`src/rtl/march_bist_pkg.sv`:
```
// march_bist_pkg: shared encodings, march element tables and FSM state type
//   op_t    : bit1 = write, bit0 = data is ~Background ("1")
//   elem_t  : one march element (direction, op count, first and second op)
//   elem_of : element table lookup, mode 0 = March C-, mode 1 = MATS+
package march_bist_pkg;

    typedef enum logic [1:0] {S_IDLE, S_RUN, S_DRAIN, S_DONE} state_t;

    typedef logic [1:0] op_t;
    localparam op_t OP_R0 = 2'b00;
    localparam op_t OP_R1 = 2'b01;
    localparam op_t OP_W0 = 2'b10;
    localparam op_t OP_W1 = 2'b11;

    localparam logic DIR_UP = 1'b0;
    localparam logic DIR_DN = 1'b1;

    typedef logic [2:0] elem_idx_t;
    localparam elem_idx_t N_ELEM_C = 3'd6;
    localparam elem_idx_t N_ELEM_M = 3'd3;

    typedef struct packed {
        logic dir;
        logic two;
        op_t  op0;
        op_t  op1;
    } elem_t;

    function automatic logic elem_dn(input logic mode, input elem_idx_t idx);
        return mode ? idx == 3'd2 : (idx == 3'd3 || idx == 3'd4);
    endfunction

    function automatic elem_t elem_of(input logic mode, input elem_idx_t idx);
        elem_t e;
        e.dir = elem_dn(mode, idx) ? DIR_DN : DIR_UP;
        case ({mode, idx})
            4'b0_000, 4'b1_000: {e.two, e.op0, e.op1} = {1'b0, OP_W0, OP_W0};
            4'b0_001, 4'b1_001: {e.two, e.op0, e.op1} = {1'b1, OP_R0, OP_W1};
            4'b0_010, 4'b1_010: {e.two, e.op0, e.op1} = {1'b1, OP_R1, OP_W0};
            4'b0_011:           {e.two, e.op0, e.op1} = {1'b1, OP_R0, OP_W1};
            4'b0_100:           {e.two, e.op0, e.op1} = {1'b1, OP_R1, OP_W0};
            default:            {e.two, e.op0, e.op1} = {1'b0, OP_R0, OP_R0};
        endcase
        return e;
    endfunction

endpackage

```
`src/rtl/march_bist_if.sv`:
```
// march_bist_if: single-port SRAM bus between the BIST engine and the memory
//   Sram_Addr/Sram_En/Sram_WE/Sram_Wdata : engine -> SRAM
//   Sram_Rdata                           : SRAM -> engine, RD_LAT cycles after a read
interface march_bist_if #(
    parameter int ADDR_W = 8,
    parameter int DATA_W = 4
);
    logic [ADDR_W-1:0] Sram_Addr;
    logic              Sram_En;
    logic              Sram_WE;
    logic [DATA_W-1:0] Sram_Wdata;
    logic [DATA_W-1:0] Sram_Rdata;

    modport master (output Sram_Addr, Sram_En, Sram_WE, Sram_Wdata, input Sram_Rdata);
    modport slave  (input Sram_Addr, Sram_En, Sram_WE, Sram_Wdata, output Sram_Rdata);
endinterface

```
`src/rtl/march_bist_cmp.sv`:
```
// march_bist_cmp: read-tag delay line, comparator, fail counter and first-fail capture
//   clr                          : clears results and delay line (accepted Start)
//   in_v/in_exp/in_addr/in_elem  : tag of the read presented to the SRAM this cycle
//   rdata                        : SRAM read data
//   hit                          : combinational miscompare this cycle
//   fail/fail_count/ff_*         : sticky flag, saturating count, first-fail capture
module march_bist_cmp
    import march_bist_pkg::*;
#(
    parameter int ADDR_W = 8,
    parameter int DATA_W = 4,
    parameter int RD_LAT = 1,
    parameter int CNT_W  = 12
) (
    input  logic              Clock,
    input  logic              Reset_n,
    input  logic              clr,
    input  logic              in_v,
    input  logic [DATA_W-1:0] in_exp,
    input  logic [ADDR_W-1:0] in_addr,
    input  elem_idx_t         in_elem,
    input  logic [DATA_W-1:0] rdata,
    output logic              hit,
    output logic              fail,
    output logic [CNT_W-1:0]  fail_count,
    output logic [ADDR_W-1:0] ff_addr,
    output elem_idx_t         ff_elem,
    output logic [DATA_W-1:0] ff_syn
);
    localparam int TW = 1 + DATA_W + ADDR_W + 3;

    logic [TW-1:0]     dl [RD_LAT];
    logic              o_v;
    logic [DATA_W-1:0] o_exp;
    logic [ADDR_W-1:0] o_addr;
    elem_idx_t         o_elem;

    // the tag leaves the line in the same cycle its read data is valid
    assign {o_v, o_exp, o_addr, o_elem} = dl[RD_LAT-1];
    assign hit = o_v && (o_exp != rdata);

    always_ff @(posedge Clock or negedge Reset_n) begin
        if (!Reset_n) begin
            for (int i = 0; i < RD_LAT; i++) dl[i] <= '0;
            fail       <= 1'b0;
            fail_count <= '0;
            ff_addr    <= '0;
            ff_elem    <= '0;
            ff_syn     <= '0;
        end else begin
            dl[0] <= clr ? '0 : {in_v, in_exp, in_addr, in_elem};
            for (int i = 1; i < RD_LAT; i++) dl[i] <= clr ? '0 : dl[i-1];
            if (clr) begin
                fail       <= 1'b0;
                fail_count <= '0;
                ff_addr    <= '0;
                ff_elem    <= '0;
                ff_syn     <= '0;
            end else if (hit) begin
                fail       <= 1'b1;
                fail_count <= fail_count + {{(CNT_W-1){1'b0}}, ~&fail_count};
                if (!fail) begin
                    ff_addr <= o_addr;
                    ff_elem <= o_elem;
                    ff_syn  <= o_exp ^ rdata;
                end
            end
        end
    end
endmodule

```
`src/rtl/march_bist_ctrl.sv`:
```
// march_bist_ctrl: March C- / MATS+ BIST engine for one 2**ADDR_W x DATA_W single-port SRAM
//   Clock, Reset_n (async, active low)
//   Start/Mode/Background : run request, algorithm select, data background (sampled in IDLE/DONE)
//   sram                  : SRAM bus (master side)
//   Busy/Done/Pass/Fail   : run status; Done held until the next accepted Start
//   Fail_Count, First_Fail_Addr/Elem/Syn : fail statistics and first-fail capture
module march_bist_ctrl
    import march_bist_pkg::*;
#(
    parameter int ADDR_W       = 8,
    parameter int DATA_W       = 4,
    parameter int RD_LAT       = 1,
    parameter int CNT_W        = 12,
    parameter int STOP_ON_FAIL = 0
) (
    input  logic              Clock,
    input  logic              Reset_n,
    input  logic              Start,
    input  logic              Mode,
    input  logic [DATA_W-1:0] Background,
    march_bist_if.master      sram,
    output logic              Busy,
    output logic              Done,
    output logic              Fail,
    output logic              Pass,
    output logic [CNT_W-1:0]  Fail_Count,
    output logic [ADDR_W-1:0] First_Fail_Addr,
    output elem_idx_t         First_Fail_Elem,
    output logic [DATA_W-1:0] First_Fail_Syn
);
    localparam int DW = $clog2(RD_LAT + 1);

    state_t            state;
    logic              mode_q;
    logic [DATA_W-1:0] bg_q;
    elem_idx_t         elem;
    elem_idx_t         elem_q;
    logic [ADDR_W-1:0] addr;
    logic              opi;
    logic [DW-1:0]     drain;
    elem_t             cur;
    op_t               op;
    logic              last_op, last_addr, last_elem, nxt_dn, hit, stop, start_ok;

    assign cur       = elem_of(mode_q, elem);
    assign op        = opi ? cur.op1 : cur.op0;
    assign last_op   = ~cur.two | opi;
    assign last_addr = cur.dir == DIR_DN ? ~|addr : &addr;
    assign last_elem = elem == (mode_q ? N_ELEM_M : N_ELEM_C) - 3'd1;
    assign nxt_dn    = elem_dn(mode_q, elem + 3'd1);
    assign stop      = (STOP_ON_FAIL != 0) && hit;
    assign start_ok  = Start && (state == S_IDLE || state == S_DONE);
    assign Pass      = Done & ~Fail;

    // SRAM outputs are registered: the op sequenced in cycle n appears after edge n,
    // so the first op of a run is on the bus after edge k+1
    always_ff @(posedge Clock or negedge Reset_n) begin
        if (!Reset_n) begin
            state           <= S_IDLE;
            Busy            <= 1'b0;
            Done            <= 1'b0;
            mode_q          <= 1'b0;
            bg_q            <= '0;
            elem            <= '0;
            elem_q          <= '0;
            addr            <= '0;
            opi             <= 1'b0;
            drain           <= '0;
            sram.Sram_En    <= 1'b0;
            sram.Sram_WE    <= 1'b0;
            sram.Sram_Addr  <= '0;
            sram.Sram_Wdata <= '0;
        end else begin
            sram.Sram_En <= 1'b0;
            sram.Sram_WE <= 1'b0;
            case (state)
                S_IDLE, S_DONE: if (Start) begin
                    state  <= S_RUN;
                    Busy   <= 1'b1;
                    Done   <= 1'b0;
                    mode_q <= Mode;
                    bg_q   <= Background;
                    elem   <= '0;
                    addr   <= '0;
                    opi    <= 1'b0;
                end
                S_RUN: if (stop) begin
                    state <= S_DRAIN;
                    drain <= '0;
                end else begin
                    sram.Sram_En    <= 1'b1;
                    sram.Sram_WE    <= op[1];
                    sram.Sram_Addr  <= addr;
                    sram.Sram_Wdata <= op[0] ? ~bg_q : bg_q;
                    elem_q          <= elem;
                    opi             <= ~last_op;
                    if (last_op) begin
                        if (!last_addr) addr <= cur.dir == DIR_DN ? addr - 1'b1 : addr + 1'b1;
                        else if (!last_elem) begin
                            elem <= elem + 3'd1;
                            addr <= nxt_dn ? '1 : '0;
                        end else begin
                            state <= S_DRAIN;
                            drain <= '0;
                        end
                    end
                end
                // one extra cycle beyond RD_LAT lets the last read reach the comparator
                S_DRAIN: if (drain == DW'(RD_LAT)) begin
                    state <= S_DONE;
                    Busy  <= 1'b0;
                    Done  <= 1'b1;
                end else drain <= drain + 1'b1;
                default: state <= S_IDLE;
            endcase
        end
    end

    march_bist_cmp #(
        .ADDR_W(ADDR_W),
        .DATA_W(DATA_W),
        .RD_LAT(RD_LAT),
        .CNT_W (CNT_W)
    ) u_cmp (
        .Clock     (Clock),
        .Reset_n   (Reset_n),
        .clr       (start_ok),
        .in_v      (sram.Sram_En & ~sram.Sram_WE),
        .in_exp    (sram.Sram_Wdata),
        .in_addr   (sram.Sram_Addr),
        .in_elem   (elem_q),
        .rdata     (sram.Sram_Rdata),
        .hit       (hit),
        .fail      (Fail),
        .fail_count(Fail_Count),
        .ff_addr   (First_Fail_Addr),
        .ff_elem   (First_Fail_Elem),
        .ff_syn    (First_Fail_Syn)
    );
endmodule

```
`src/flat_wrapper.sv`:
```
// flat-port wrapper written by rule: the top's interface ports become plain ports
module march_bist_ctrl_flat import march_bist_pkg::*;
#(
    parameter int ADDR_W       = 8,
    parameter int DATA_W       = 4,
    parameter int RD_LAT       = 1,
    parameter int CNT_W        = 12,
    parameter int STOP_ON_FAIL = 0
)
  (Clock, Reset_n, Start, Mode, Background, Busy, Done, Fail, Pass, Fail_Count, First_Fail_Addr, First_Fail_Elem, First_Fail_Syn, sram_Sram_Addr, sram_Sram_En, sram_Sram_WE, sram_Sram_Wdata, sram_Sram_Rdata);
  march_bist_if #(.ADDR_W(ADDR_W), .DATA_W(DATA_W)) sram_i ();
  input  logic Clock;
  input  logic Reset_n;
  input  logic Start;
  input  logic Mode;
  input  logic [DATA_W-1:0] Background;
  output logic Busy;
  output logic Done;
  output logic Fail;
  output logic Pass;
  output logic [CNT_W-1:0] Fail_Count;
  output logic [ADDR_W-1:0] First_Fail_Addr;
  output elem_idx_t First_Fail_Elem;
  output logic [DATA_W-1:0] First_Fail_Syn;
  output wire logic [$bits(sram_i.Sram_Addr)-1:0] sram_Sram_Addr;
  output wire logic [$bits(sram_i.Sram_En)-1:0] sram_Sram_En;
  output wire logic [$bits(sram_i.Sram_WE)-1:0] sram_Sram_WE;
  output wire logic [$bits(sram_i.Sram_Wdata)-1:0] sram_Sram_Wdata;
  input wire logic [$bits(sram_i.Sram_Rdata)-1:0] sram_Sram_Rdata;
  assign sram_Sram_Addr = sram_i.Sram_Addr;
  assign sram_Sram_En = sram_i.Sram_En;
  assign sram_Sram_WE = sram_i.Sram_WE;
  assign sram_Sram_Wdata = sram_i.Sram_Wdata;
  assign sram_i.Sram_Rdata = sram_Sram_Rdata;
  march_bist_ctrl #(.ADDR_W(ADDR_W), .DATA_W(DATA_W), .RD_LAT(RD_LAT), .CNT_W(CNT_W), .STOP_ON_FAIL(STOP_ON_FAIL)) u_core (.Clock(Clock), .Reset_n(Reset_n), .Start(Start), .Mode(Mode), .Background(Background), .sram(sram_i), .Busy(Busy), .Done(Done), .Fail(Fail), .Pass(Pass), .Fail_Count(Fail_Count), .First_Fail_Addr(First_Fail_Addr), .First_Fail_Elem(First_Fail_Elem), .First_Fail_Syn(First_Fail_Syn));
endmodule
```
`config.mk`:
```
export PLATFORM = sky130hd
export DESIGN_NAME = march_bist_ctrl_flat
export DESIGN_NICKNAME = d
export VERILOG_FILES = /design/src/rtl/march_bist_pkg.sv /design/src/rtl/march_bist_if.sv /design/src/rtl/march_bist_cmp.sv /design/src/rtl/march_bist_ctrl.sv /design/src/flat_wrapper.sv
export SDC_FILE = /design/constraint.sdc
export NUM_CORES = 1
export LEC_CHECK = 0
export BUFFER_PORTS_ARGS = -buffer_cell sky130_fd_sc_hd__buf_2
export CAP_MARGIN = 20
export CORE_AREA = 2 2 70 139
export DETAILED_ROUTE_END_ITERATION = 16
export DIE_AREA = 0 0 72 141
export PLACE_DENSITY = 0.66
export SYNTH_ARGS = -nofsm -noshare
export SYNTH_HDL_FRONTEND = slang
export SYNTH_SLANG_ARGS = --single-unit
```
`constraint.sdc`:
```
create_clock -name Clock -period 2.75 [get_ports Clock]
set_clock_uncertainty 0.05 [all_clocks]
set_input_delay 0.275 -clock Clock [delete_from_list [all_inputs] [get_ports Clock]]
set_output_delay 0.275 -clock Clock [all_outputs]
set_load 0.05 [all_outputs]
```
==> results.md, run 1 <==
* Number of flops mapped to enable cells by yosys at 0
* Primary FF master, synth: dfrtp_1
* Top-level I/O count at 57
* Minimum clock period at roughly 2700 ps
* Port bufs at 56
* CTS H-tree depth at 3
* Worst slew pin tran at between 600 and 700 ps
* Reg2Reg Setup Slack at approximately 100 ps
* Non-filler instance count after layout at approximately 550
* Vias/cell at around 5.3
* Largest family of logic cells by synthesized area: simple AND/OR/NAND/NOR gates
* Synth async-reset ratio at between 90% and 100%
* Post-synthesis mux area share at under 10%
* Yosys cell types at 52
* Die width at about 70 um
* Most area-hungry cell type in the Yosys netlist: dfrtp_1
* CP startpoint kind: register
* Synth Register Bits at 83
* Power Internal at between 2 and 3 mW
* Pwr per Cell Area at around 940 nW/um^2
* Dpl ws at -95.2 ps
* Clock-pin slew on the worst setup and hold paths at 60 ps
* Final hold vios at 0
* Top cells by count, synth: dfrtp_1 (83), nand2_1 (39), nor2_1 (24)
* GRT Total Usage at 17.8%
* Most frequent cell after synthesis: dfrtp_1
* Vias in the first global route at approximately 2,900
* Final wirelength at just over 8000 um
* Clock share of power at about 26%
* Seq pwr share at about 35%
* WHS at about 76 ps
* Hold Crit Class: primary input to register
* Peak VDD IR at approximately 640 uV
* Register-to-Register Path Depth at 12
* Layout Utilization at around 54%
* Drt drc at 0
* Max Freq at ~0.38 GHz
* CP arrival at 2860 ps
* CP required at approximately 3000 ps
* GRT Residual Overflow at 0
* DR WL/cell at approximately 15 um
* Slowest-stage cell, CP: dfrtp_2
* RSZ-0062 raised after global routing: true
* Initial Util at a little over two fifths
* Nets at about 480
* Fin. max-slew vios at 0
* Ant. Diodes at 0
* Synthesized area at 3990 sq um
* Rows at 50
* Simple-gate share of the synthesized area at between 15 and 20%
* Largest net degree at the start of global routing at 48
* Yosys warns at 0
* Logic pwr share at between 30% and 40%
* Antenna viol nets, final at 0
* Initial DRC Count at 141
* Sink Count at between 80 and 90
* CP Cell Sequence: inv_4, ha_4, mux2i_1, o21a_2, clkinv_4, ha_4, a21oi_4, o211ai_1, o41ai_2, xnor2_1, o21a_1, o211ai_1
* TritonCTS clock tree: yes
* Core ar. at 9200 sq um
* Max clock buf depth at 2
* Crit-path max cell delay at ~450 ps
* Max-cap violations at 0
* Syn-to-layout area delta at 23.7%
* Syn Nets at 399
* Adder-cell share of the synthesized area at ~6.4%
* Inst Count DP at 530
* GPL Wtd Cong at roughly 0.84
* Leakage at 2.41 nW
* Total CTS buffers at 9
* Crit-path max FO at 6
* Critical path class: register to register
* Die Y at roughly 140 um
* Period utilization at a little over nine tenths
* Max-slew headroom at a little under 60%
* Post-synth top area share at between 50% and 60%
* Setup ws final at just under 100 ps
* CTS Root Buffer Type: clkbuf_16
* Fraction of layout cells with a size suffix above 1 at a little under 30%
* Initial antenna violation count at 0
* Dpl hpwl at approximately 6000 um
* Sw power at between 1.5 and 2 mW
* Synth top area cells: dfrtp_1 (52%), ha_1 (5.6%), mux2_2 (4.8%), nand2_1 (3.7%), a22o_1 (3.3%)
* Hold path cells at 3
* Syn Inst Count at about 370
* Sw Ratio at between 40% and 50%
* Seq/Total Area, Yosys at between 50% and 60%
* Mapped Avg Cell Area at about 11 sq um
* Latest clock arrival within the worst-skew pair at between 300 and 400 ps
* Compound-Gate Fraction of Synth Area at 12.0%
* Vias at just under 3,000
* Die area at 10,200 sq um
* Xor/xnor cell area share of the yosys netlist at between 3 and 4%
* Crit. End Element: register
* Initial DRT Pass Iterations at 4
* Status: finished clean
* First-pass GRT wire length at between 10,000 and 15,000 um
* # setup viols final at 0
[cells by family (layout without fill, tap and decap cells)]
logic type      count (synthesis)  after routing
compound gates                 69             69
flops                          83             83
buf+inv                        26            107
mux                            24             24
simple gates                  128            128
xor+xnor                       18             18
fa+ha+maj                      20             20
[power groups by stage]
| stage | registers (mW) | clock network (mW) | logic (mW) |
|---|---|---|---|
| detailed placement | 1.67 | 0 | 1.80 |
| global placement | 1.66 | 0 | 1.77 |
| floorplan | 2.00 | 0 | 0.995 |
| finish | 1.65 | 1.21 | 1.80 |
| global route | 1.69 | 1.28 | 1.99 |
| CTS | 1.64 | 1.24 | 1.81 |
[critical path: cells and delay by family, from the launching register on]
family                   cells  cell delay [ps]
multiplexers                 1              140
flip-flops                   1              450
buffers and inverters        2              190
adder cells (fa/ha/maj)      2              410
AO/OA/AOI/OAI                6             1200
XOR/XNOR                     1              140
[path summary, 6_finish.rpt]
kind / start / end
max reg2reg: u_core.elem[0] / u_core.addr[7]
min in group asynchronous: Reset_n / u_core.u_cmp.fail_count[10]
min reg2reg: u_core.sram.Sram_WE / u_core.u_cmp.dl[15]
max in group asynchronous: Reset_n / u_core.elem[1]
min: Background[2] / u_core.bg_q[2]
max: u_core.elem[0] / u_core.addr[7]
[sequential cells by signal, summed over array words and instances, names as in the netlist, 3 cells and up]
signal                   flops
u_core.elem_q                3
u_core.bg_q                  4
u_core.addr                  8
u_core.u_cmp.ff_elem         3
u_core.sram.Sram_Addr        8
u_core.u_cmp.dl             16
u_core.u_cmp.ff_addr         8
u_core.sram.Sram_Wdata       4
u_core.u_cmp.fail_count     12
u_core.elem                  3
u_core.u_cmp.ff_syn          4
[repair_timing]
| action | 4_1_cts | 5_1_grt |
|---|---|---|
| setup buffers | 0 | 6 |
| resized for setup | 2 | 22 |
| endpoints found under the hold margin | 45 | 0 |
| pin swaps | 0 | 5 |
| endpoints found under the setup margin | 2 | 3 |
| hold buffers | 1 | 0 |
[per-layer routing]
layer / GRT usage [%] / vias to the layer above / share of wire (%)
met4: 6.65 / 0 / 1.9
met3: 3.86 / 14 / 3.8
met2: 28.0 / 62 / 50
met1: 24.0 / 1387 / 44
met5: 0 / - / 0
li1: - / 1452 / -
[cells in the final DEF, fill, tap and decap left out, types with 3 or more instances in the layout]
cell       synthesis  final
ha_4               0      7
o211ai_1           3      3
a22o_1            15     15
and2_1            16     16
or3_1              7      7
nor3_1             8      8
nand2_1           39     39
xor2_1             7      7
mux2i_1            6      6
inv_1             15     12
xnor2_1           11     11
clkinv_4           0      4
buf_4              1     20
clkbuf_16          0      9
nand4_1            4      4
a21oi_1           15     14
nand3_1            9      9
nor2b_1            7      6
buf_2              2     55
mux2_2            17     17
ha_1              18     11
nor2_1            24     24
o21ai_0           16     15
dfrtp_1           83     81
[cell type report]
type / count / area, sq um
Clock buffer: 9 / 225
Tap cell: 104 / 130
Timing Repair Buffer: 76 / 435
Inverter: 15 / 63.8
Fill cell: 816 / 4260
Sequential cell: 83 / 2080
Multi-Input combinational cell: 259 / 1930
Clock inverter: 7 / 77.6
[per-stage QoR]
stage	area, sq um	TNS, ps	power, mW
detailed placement	4460	-143	3.47
floorplan	3990	0	2.99
global route	4940	-46.0	4.95
CTS	4780	0	4.69
finish	4940	0	4.66
global placement	4460	0	3.42
Power figures use the tool's default switching activity.
==> run 2: changes to the inputs <==
- MAX_ROUTING_LAYER: default -> met4
==> run 2 against run 1 <==
Non-clock buffer count is the same. Worst setup slack gained 2.3 ps. Sequential share of layout area unchanged. Via count fell by 0.17%. Sequential cell count unchanged. Cell area stayed put. Combinational power about the same. Largest cell class unchanged.
==> results.md, run 2 (synthesized netlist as in run 1, its figures left out) <==
* Status: finished clean
* Die width at 72 um (unchanged)
* Antenna viol nets, final at 0 (unchanged)
* Non-filler instance count after layout at 553 (unchanged)
* Initial antenna violation count at 0 (unchanged)
* CP required at 2950 ps (about the same)
* Latest clock arrival within the worst-skew pair at 340 ps (about the same)
* Post-route cell area at 4940 sq um (unchanged)
* Minimum clock period at 2650 ps (-2.30 ps)
* Crit-path max cell delay at 450 ps (about the same)
* Largest regs: u_core.u_cmp.dl: 16 flops, u_core.u_cmp.fail_count: 12 flops
* Max clock buf depth at 2 (unchanged)
* CP Cell Sequence: inv_4, ha_4, mux2i_1, o21a_2, clkinv_4, ha_4, a21oi_4, o211ai_1, o41ai_2, xnor2_1, o21a_1, o211ai_1
* Die area at 10,200 sq um (unchanged)
* Largest net degree at the start of global routing at 48 (unchanged)
* Die Y at 141 um (unchanged)
* Critical path class: register to register
* Nets at 475 (unchanged)
* Crit-path max FO at 6 (unchanged)
* WHS at 80.4 ps (+4.24 ps)
* Max Freq at 0.377 GHz (about the same)
* Reg-to-Reg Start: u_core.elem[0]
* Top-level I/O count at 57 (unchanged)
* Number of fill cells at 816 (unchanged)
* Fraction of layout cells with a size suffix above 1 at 29.8% (unchanged)
* Worst slew pin tran at 605 ps (-2.43 ps)
* CP arrival at 2850 ps (about the same)
* Period utilization at 96.4% (about the same)
* RSZ-0062 raised after global routing: true
* Fin. max-slew vios at 0 (unchanged)
* DP Area at 4460 sq um (unchanged)
* Most common cell after layout, fill and taps aside: dfrtp_1
* Final hold vios at 0 (unchanged)
* GRT Residual Overflow at 0 (unchanged)
* CTS Root Buffer Type: clkbuf_16
* Vias at 2,910 (-0.17%)
* Pwr Total at 4.65 mW (-0.19%)
* Commonest cells after routing, fill and taps aside: dfrtp_1 (81), buf_2 (55), nand2_1 (39), nor2_1 (24), buf_4 (20)
* Setup TNS at 0 ps (unchanged)
* TritonCTS clock tree: yes
* GRT Total Usage at 18.3% (+0.48 points)
* Hold Crit Class: primary input to register
* DR WL/cell at 14.9 um (-0.25%)
* Initial Util at 43.4% (unchanged)
* CTS H-tree depth at 3 (unchanged)
* Slowest-stage cell, CP: dfrtp_2
* Leakage at 2.41 nW (unchanged)
* Vias in the first global route at 2,859 (-0.21%)
* Worst Hold Launch: Background[3]
* Dpl hpwl at 5990 um (unchanged)
* Max-slew headroom at 59.5% (+0.16 points)
* Power Internal at 2.78 mW (about the same)
* Ant. Diodes at 0 (unchanged)
* Inst Count DP at 530 (unchanged)
* Port bufs at 56 (unchanged)
* Pwr per Cell Area at 941 nW/um^2 (-0.19%)
* Total CTS buffers at 9 (unchanged)
* Final wirelength at 8240 um (-0.25%)
* Clock share of power at 25.8% (about the same)
* Core ar. at 9200 sq um (unchanged)
* Rows at 50 (unchanged)
* Initial DRT Pass Iterations at 4 (unchanged)
* Syn-to-layout area delta at 23.7% (unchanged)
* Seq pwr share at 35.4% (about the same)
* Initial DRC Count at 135 (-4.3%)
* Max-cap violations at 0 (unchanged)
* Critical Path Source: u_core.elem[0]
* First-pass GRT wire length at 14,200 um (about the same)
* GPL Wtd Cong at 0.848 (+1.5%)
* Number of flip-flops in the largest register at 16 (unchanged)
* Clock-pin slew on the worst setup and hold paths at 60 ps (about the same)
* Logic pwr share at 38.8% (about the same)
* CP startpoint kind: register
* Sw power at 1.86 mW (-0.49%)
* Peak VDD IR at 640 uV (-0.31%)
* Crit. End Element: register
* Sw Ratio at 40.1% (-0.12 points)
* Sink Count at 83 (unchanged)
* Drt drc at 0 (unchanged)
* Vias/cell at 5.26 (-0.17%)
* # setup viols final at 0 (unchanged)
* Largest register by flop count: u_core.u_cmp.dl
## run 2: cell counts in the layout (fill, tap and decap cells not counted)
No cell type changed its count.
## run 2: stage by stage
| step | setup WS, ps | utilization, % |
|---|---|---|
| global route | -46.0 | 53.7 |
| global placement | 35.5 | 48.4 |
| detailed placement | -95.2 | 48.4 |
| finish | 99.9 | 53.7 |
| floorplan | 26.7 | - |
| CTS | 12.5 | 51.9 |
## run 2: power groups by stage
| stage | combinational, mW | clock (mW) | sequential [mW] |
|---|---|---|---|
| floorplan | 0.995 | 0 | 2.00 |
| global placement | 1.77 | 0 | 1.66 |
| detailed placement | 1.80 | 0 | 1.67 |
| CTS | 1.81 | 1.24 | 1.64 |
| global route | 1.99 | 1.28 | 1.69 |
| finish | 1.80 | 1.20 | 1.65 |
## run 2: final timing paths
kind	endpoint	slack (ps)	cells past startpoint
max	u_core.addr[7]	100	12
min	u_core.bg_q[3]	80	3
max reg2reg	u_core.addr[7]	100	12
min reg2reg	u_core.u_cmp.dl[15]	370	1
max in group asynchronous	u_core.elem[1]	1510	3
min in group asynchronous	u_core.u_cmp.fail_count[10]	430	2
## run 2: what timing repair did
action	in CTS	in global routing
hold buffers	1	0
buffers inserted	0	6
gates resized for setup	2	22
pin swaps	0	5
setup endpoints to repair	2	3
endpoints found under the hold margin	45	0
## run 2: critical path, delay by kind of cell (launching register included)
| kind | cells | cell delay (ps) |
|---|---|---|
| compound gates | 6 | 1200 |
| flops | 1 | 450 |
| fa+ha+maj | 2 | 410 |
| buf+inv | 2 | 190 |
| mux | 1 | 140 |
| xor+xnor | 1 | 140 |
## run 2: cell type report
class                           count  area [sq um]  share of cell area (%)
Inverter                           15          63.8                    1.29
Multi-Input combinational cell    259          1930                    39.0
Clock inverter                      7          77.6                    1.57
Sequential cell                    83          2080                    42.1
Timing Repair Buffer               76           435                    8.82
Tap cell                          104           130                    2.63
Clock buffer                        9           225                    4.56
## run 2: metal layers
layer / part of all wire, % / up-vias / global-route usage [%]
met5: 0 / - / -
met4: 1.8 / 0 / 6.65
met3: 3.8 / 13 / 3.86
met2: 51 / 62 / 28.1
met1: 43 / 1384 / 23.8
li1: - / 1451 / -
